## config.mk

```make
export PLATFORM = sky130hd
export DESIGN_NAME = seven_seg_display
export DESIGN_NICKNAME = d
export VERILOG_FILES = /design/src/rtl/seven_seg_display_pkg.sv /design/src/rtl/seven_seg_display_decode.sv /design/src/rtl/seven_seg_display.sv
export SDC_FILE = /design/constraint.sdc
export NUM_CORES = 1
export LEC_CHECK = 0
export ABC_AREA = 1
export ABC_CLOCK_PERIOD_IN_PS = 2800
export CORE_MARGIN = 2
export CORE_UTILIZATION = 55
export DETAILED_ROUTE_END_ITERATION = 8
export MAX_ROUTING_LAYER = met4
export PLACE_DENSITY = 0.79
export SYNTH_ARGS = -nofsm -noshare
export SYNTH_HDL_FRONTEND = slang
export SYNTH_SLANG_ARGS = --single-unit
export TNS_END_PERCENT = 1
```

## constraint.sdc

```tcl
create_clock -name clock -period 2.8 [get_ports clock]
set_input_delay 0.56 -clock clock [delete_from_list [all_inputs] [get_ports clock]]
set_output_delay 0.56 -clock clock [all_outputs]
set_load 0.03 [all_outputs]
```

## src/rtl/seven_seg_display_pkg.sv

```systemverilog
// Shared definitions for the seven-segment display peripheral: instruction
// layout, opcodes, controller states and the blank segment pattern.
package seven_seg_display_pkg;

  localparam int OPCODE_W = 4;
  localparam int IMM_W    = 8;

  typedef struct packed {
    logic [OPCODE_W-1:0] opcode;
    logic [IMM_W-1:0]    imm;
  } inst_t;

  localparam logic [OPCODE_W-1:0] OP_NOP = 4'd0;
  localparam logic [OPCODE_W-1:0] OP_LDL = 4'd1;
  localparam logic [OPCODE_W-1:0] OP_LDH = 4'd2;
  localparam logic [OPCODE_W-1:0] OP_LDM = 4'd3;
  localparam logic [OPCODE_W-1:0] OP_LDP = 4'd4;

  typedef enum logic [0:0] {
    ST_READY = 1'b0,
    ST_ERROR = 1'b1
  } state_e;

  localparam logic [6:0] SEG_BLANK = 7'h7F;

endpackage

```

## src/rtl/seven_seg_display_decode.sv

```systemverilog
// Combinational hex digit to active-low segment pattern (bit0=a .. bit6=g).
module seven_seg_decode
  import seven_seg_display_pkg::*;
(
  input  logic [3:0] hex_i,
  output logic [6:0] seg_o
);

  // Hex glyph lookup
  always_comb begin
    seg_o = SEG_BLANK;
    case (hex_i)
      4'h0:    seg_o = 7'h40;
      4'h1:    seg_o = 7'h79;
      4'h2:    seg_o = 7'h24;
      4'h3:    seg_o = 7'h30;
      4'h4:    seg_o = 7'h19;
      4'h5:    seg_o = 7'h12;
      4'h6:    seg_o = 7'h02;
      4'h7:    seg_o = 7'h78;
      4'h8:    seg_o = 7'h00;
      4'h9:    seg_o = 7'h10;
      4'hA:    seg_o = 7'h08;
      4'hB:    seg_o = 7'h03;
      4'hC:    seg_o = 7'h46;
      4'hD:    seg_o = 7'h21;
      4'hE:    seg_o = 7'h06;
      4'hF:    seg_o = 7'h0E;
      default: seg_o = SEG_BLANK;
    endcase
  end

endmodule

```

## src/rtl/seven_seg_display.sv

```systemverilog
// Instruction-driven 4-digit multiplexed seven-segment display with sticky error.
// Optional decimal-point support is enabled with SEVEN_SEG_DISPLAY_DP_EN.
module seven_seg_display
  import seven_seg_display_pkg::*;
#(
  parameter int ScanWait = 50000,
  parameter int ScanSize = 16
) (
  input  logic        clock,
  input  logic        reset,
  input  logic [11:0] inst,
  input  logic        inst_en,
  output logic [6:0]  segments,
  output logic [3:0]  anodes
`ifdef SEVEN_SEG_DISPLAY_DP_EN
  ,
  output logic        dp
`endif
);

  localparam logic [ScanSize-1:0] PRESC_LAST = ScanSize'(ScanWait - 1);
  localparam logic [ScanSize-1:0] PRESC_ONE  = ScanSize'(1);

  inst_t                inst_s;
  state_e               state_q, state_d;
  logic [15:0]          digits_q;
  logic [3:0]           mask_q;
  logic [1:0]           idx_q;
  logic [ScanSize-1:0]  presc_q;
  logic                 wr_lo_s, wr_hi_s, wr_mask_s, wr_dp_s, bad_op_s;
  logic                 advance_s;
  logic [3:0]           digit_s;
  logic [6:0]           glyph_s;
  logic                 shown_s;
  logic [6:0]           seg_d, seg_q;
  logic [3:0]           an_d, an_q;

  assign inst_s = inst;

  // Instruction decode into per-register write strobes
  always_comb begin
    wr_lo_s   = 1'b0;
    wr_hi_s   = 1'b0;
    wr_mask_s = 1'b0;
    wr_dp_s   = 1'b0;
    bad_op_s  = 1'b0;
    if (inst_en && (state_q == ST_READY)) begin
      case (inst_s.opcode)
        OP_NOP:  bad_op_s  = 1'b0;
        OP_LDL:  wr_lo_s   = 1'b1;
        OP_LDH:  wr_hi_s   = 1'b1;
        OP_LDM:  wr_mask_s = 1'b1;
`ifdef SEVEN_SEG_DISPLAY_DP_EN
        OP_LDP:  wr_dp_s   = 1'b1;
`endif
        default: bad_op_s  = 1'b1;
      endcase
    end else begin
      bad_op_s = 1'b0;
    end
  end

  // Next-state logic: an illegal opcode locks the controller in Error
  always_comb begin
    state_d = state_q;
    case (state_q)
      ST_READY: begin
        if (bad_op_s) begin
          state_d = ST_ERROR;
        end else begin
          state_d = ST_READY;
        end
      end
      ST_ERROR: state_d = ST_ERROR;
      default:  state_d = ST_ERROR;
    endcase
  end

  // Controller state register
  always_ff @(posedge clock or negedge reset) begin
    if (!reset) begin
      state_q <= ST_READY;
    end else begin
      state_q <= state_d;
    end
  end

  // The error-trigger cycle also freezes the scan, leaving every register untouched
  assign advance_s = (state_q == ST_READY) && !bad_op_s;

  // Digit, mask and scan registers
  always_ff @(posedge clock or negedge reset) begin
    if (!reset) begin
      digits_q <= 16'h0000;
      mask_q   <= 4'hF;
      idx_q    <= 2'd0;
      presc_q  <= '0;
    end else begin
      if (wr_lo_s) begin
        digits_q[7:0] <= inst_s.imm;
      end
      if (wr_hi_s) begin
        digits_q[15:8] <= inst_s.imm;
      end
      if (wr_mask_s) begin
        mask_q <= inst_s.imm[3:0];
      end
      if (advance_s) begin
        if (presc_q == PRESC_LAST) begin
          presc_q <= '0;
          idx_q   <= idx_q + 2'd1;
        end else begin
          presc_q <= presc_q + PRESC_ONE;
        end
      end
    end
  end

  assign digit_s = digits_q[{idx_q, 2'b00} +: 4];
  assign shown_s = (state_q == ST_READY) && !mask_q[idx_q];

  seven_seg_decode u_decode (
    .hex_i (digit_s),
    .seg_o (glyph_s)
  );

  // Output stage values for the currently scanned digit
  always_comb begin
    if (shown_s) begin
      seg_d = glyph_s;
      an_d  = ~(4'b0001 << idx_q);
    end else begin
      seg_d = SEG_BLANK;
      an_d  = 4'hF;
    end
  end

  // Registered pin drivers
  always_ff @(posedge clock or negedge reset) begin
    if (!reset) begin
      seg_q <= SEG_BLANK;
      an_q  <= 4'hF;
    end else begin
      seg_q <= seg_d;
      an_q  <= an_d;
    end
  end

  assign segments = seg_q;
  assign anodes   = an_q;

`ifdef SEVEN_SEG_DISPLAY_DP_EN
  logic [3:0] dpreg_q;
  logic       dp_d, dp_q;

  // Decimal-point register
  always_ff @(posedge clock or negedge reset) begin
    if (!reset) begin
      dpreg_q <= 4'h0;
    end else if (wr_dp_s) begin
      dpreg_q <= inst_s.imm[3:0];
    end else begin
      dpreg_q <= dpreg_q;
    end
  end

  // Decimal-point pin value, blanked with its digit
  always_comb begin
    if (shown_s) begin
      dp_d = ~dpreg_q[idx_q];
    end else begin
      dp_d = 1'b1;
    end
  end

  // Registered decimal-point pin
  always_ff @(posedge clock or negedge reset) begin
    if (!reset) begin
      dp_q <= 1'b1;
    end else begin
      dp_q <= dp_d;
    end
  end

  assign dp = dp_q;
`else
  logic unused_dp_s;
  assign unused_dp_s = wr_dp_s;
`endif

endmodule
```

==> results_dict.tcl <==
set metrics [dict create \
    route.detailed.drc 0 \
    fin_skew_ns 0.00898 \
    grt_pass1_wl_um 10000 \
    numCtsBuffers 5 \
    path_delay_family "buffers and inverters" \
    crit_chain "clkdlybuf4s50_1" \
    rsz0062_at_grt "no" \
    sequentialPowerShare 0.563 \
    cts_hold_buf 0 \
    synth_edf_count 0 \
    dieWidth_um 75.2 \
    num_vias 2400 \
    power_density_mw_per_mm2 403 \
    hold_viol_final 0 \
    clk_path_buf_depth 2 \
    io_buffers 25 \
    arrival_ns 1.50 \
    grt_pass1_vias 2191 \
    globalRouteOverflowTotal 0 \
    antenna_found_initial 0 \
    slowest_stage "clkdlybuf4s50_1" \
    antennaDiodeCount 0 \
    clock_latency_ns 0.31 \
    rows 25 \
    post_cts_buffers 0 \
    ant_nets 0 \
    grt_max_degree 45 \
    p_sw_w 0.000276 \
    ir_drop_uv 465 \
    dp_hpwl_um 4200 \
    routed_wl_um 5760 \
    max_cap_violations 0 \
    ctsRootBufferMaster "clkbuf_8" \
    min_period_over_period 0.735 \
    yosysTopAreaCellShare 0.314 \
    start_util 0.579 \
    grt_use_total 0.240 \
    synthTopCellsByArea "dfrtp_1 31%, dfstp_2 14%, nand2_1 14%" \
    gr-usage-met1 0.346 \
    ys_seq_area_frac 0.455 \
    synth_nets 375 \
    holdWs_ns 0.396 \
    async_flop_share 1.00 \
    h-tree-depth 2 \
    setup_violations 0 \
    fin_nets 404 \
    slew_headroom 0.358 \
    layout-drive-gt1-share 0.135 \
    fillers 428 \
    start_kind "flop" \
    worstMarginPinSlew_ns 0.963 \
    wl_per_cell_um 12.9 \
    slowest_delay_ns 0.66 \
    netlist_area_mm2 0.00279 \
    top_usage_layer "met1" \
    pwr-share-comb 0.042 \
    min_path_type "input port to asynchronous set/reset pin" \
    crit_buf_inv 1 \
    netlist_instances 349 \
    cp_max_fo 1 \
    final_max_slew_viol_count 0 \
    pin_count 26 \
    synth.avg_cell_area_um2 7.99 \
    status "finished, final reports clean" \
    die_area_mm2 0.00566 \
    critPathCaptureType "output pin" \
    clock-sinks 50 \
    p_int_w 0.00102 \
    crit_type "flop to output pin" \
    fp.dieH_um 75.2 \
    core_area_mm2 0.00482 \
    first_iter_violations 209 \
    swShare 0.213 \
    gp_congestion 1.00 \
    first_pass_iters 5 \
    synth_cell_types 31 \
    synth_warnings 0 \
    synth_ff_type "dfrtp_1" \
    fmax_mhz 486 \
    p_clk_frac 0.395 \
    fin_crit_ns 2.06 \
    setup_tns_ns 0 \
    yosysTopAreaCell "dfrtp_1" \
    critical_path_required_ns 2.24 \
    via_per_inst 5.38 \
    grt_use_met2 0.342 \
    ys_ff_latch 50 \
    post_cts_resized 0 \
    areaGrowthSynthToFinish_pct 15.0 \
    clk_pin_slew_ns 0.09 \
    tritoncts "built" \
    cellLeakagePower_nw 1.47 \
    grt_use_met3 0.0522 \
]
==> flip-flops by register name, indices dropped and copies added (netlist names) <==
register,cells
digits_q,16
presc_q,16
segments,7
anodes,4
mask_q,4
idx_q,2
state_q,1
==> worst paths after layout <==
path,cells past startpoint,from,to,slack [ns]
min in group clock,2,digits_q[15]$_DFFE_PN0P_,digits_q[15]$_DFFE_PN0P_,0.49
worst min-delay path,1,reset,digits_q[6]$_DFFE_PN0P_,0.40
max in group asynchronous,2,reset,anodes[1]$_DFF_PN1_,1.70
worst max-delay path,1,anodes[3]$_DFF_PN1_,anodes[3],0.74
worst min register to register,2,digits_q[15]$_DFFE_PN0P_,digits_q[15]$_DFFE_PN0P_,0.49
worst max register to register,10,idx_q[0]$_DFFE_PN0P_,segments[0]$_DFF_PN1_,0.84
==> metal layers <==
layer | wire length, um | share of wire
met5 | 0 | 0
met4 | 82 | 0.014
met3 | 396 | 0.069
met1 | 2590 | 0.45
met2 | 2690 | 0.47
==> through the flow <==
stage          setup slack, ns   util  total power, W  area [um2]  cells
2_1_floorplan             1.33      -        0.000757        2790    349
3_3_place_gp             0.830  0.643        0.000795        3100    438
3_5_place_dp             0.762  0.643        0.000796        3100    438
4_1_cts                  0.731  0.666         0.00130        3210    446
5_1_grt                  0.652  0.666         0.00134        3210    446
6_report                 0.741  0.666         0.00129        3210    446
==> cells in the final DEF (no fill, tap or decap), types with 2 or more instances in the layout <==
cell             synthesis  final
nor2_4                   4      4
xor2_1                   5      5
nand2_4                  2      2
nor3_1                   3      3
clkbuf_8                 0      5
ha_1                    11     11
dfrtp_1                 35     35
nand3_2                  4      4
buf_4                    3      3
nand3_1                 39     39
clkdlybuf4s50_1          0     24
a21oi_1                  2      2
inv_2                    6      6
nand4_1                 11     11
nand2_1                105    105
o21ai_0                 19     19
inv_1                   36     36
nand2_2                  5      5
dfstp_2                 15     15
nor2_1                  27     27
o21ai_1                  5      5
==> power by group through the flow <==
stage	Combinational (W)	Clock, W	Sequential, W
after floorplan	0.0000161	0	0.000740
after global placement	0.0000542	0	0.000741
after detailed placement	0.0000554	0	0.000741
after CTS	0.0000556	0.000520	0.000727
after global routing	0.0000621	0.000553	0.000728
final	0.0000538	0.000511	0.000727
==> area by class of cell <==
cell class / instances / area, um2 / share of cell area
clock buffer: 6 / 72.6 / 0.0226
clock inverter: 2 / 37.5 / 0.0117
sequential: 50 / 1270 / 0.396
tap: 67 / 83.8 / 0.0261
inverter: 43 / 164 / 0.0511
multi-input combinational: 250 / 1310 / 0.409
timing repair buffer: 28 / 268 / 0.0834
==> synth_stat cells (5+ instances only) <==
cell type,count
o21ai_1,5
inv_1,36
nand2_2,5
nand2_1,105
o21ai_0,19
dfrtp_1,35
inv_2,6
ha_1,11
dfstp_2,15
nand3_1,39
nor2_1,27
nand4_1,11
xor2_1,5
==> logic make-up after synthesis <==
family                   share of synthesized area
buffers and inverters                       0.0740
AO/OA/AOI/OAI                               0.0547
adder cells (fa/ha/maj)                     0.0493
XOR/XNOR                                    0.0157
AND/OR/NAND/NOR                              0.351
flip-flops                                   0.455
(Power assumes the default switching activity.)
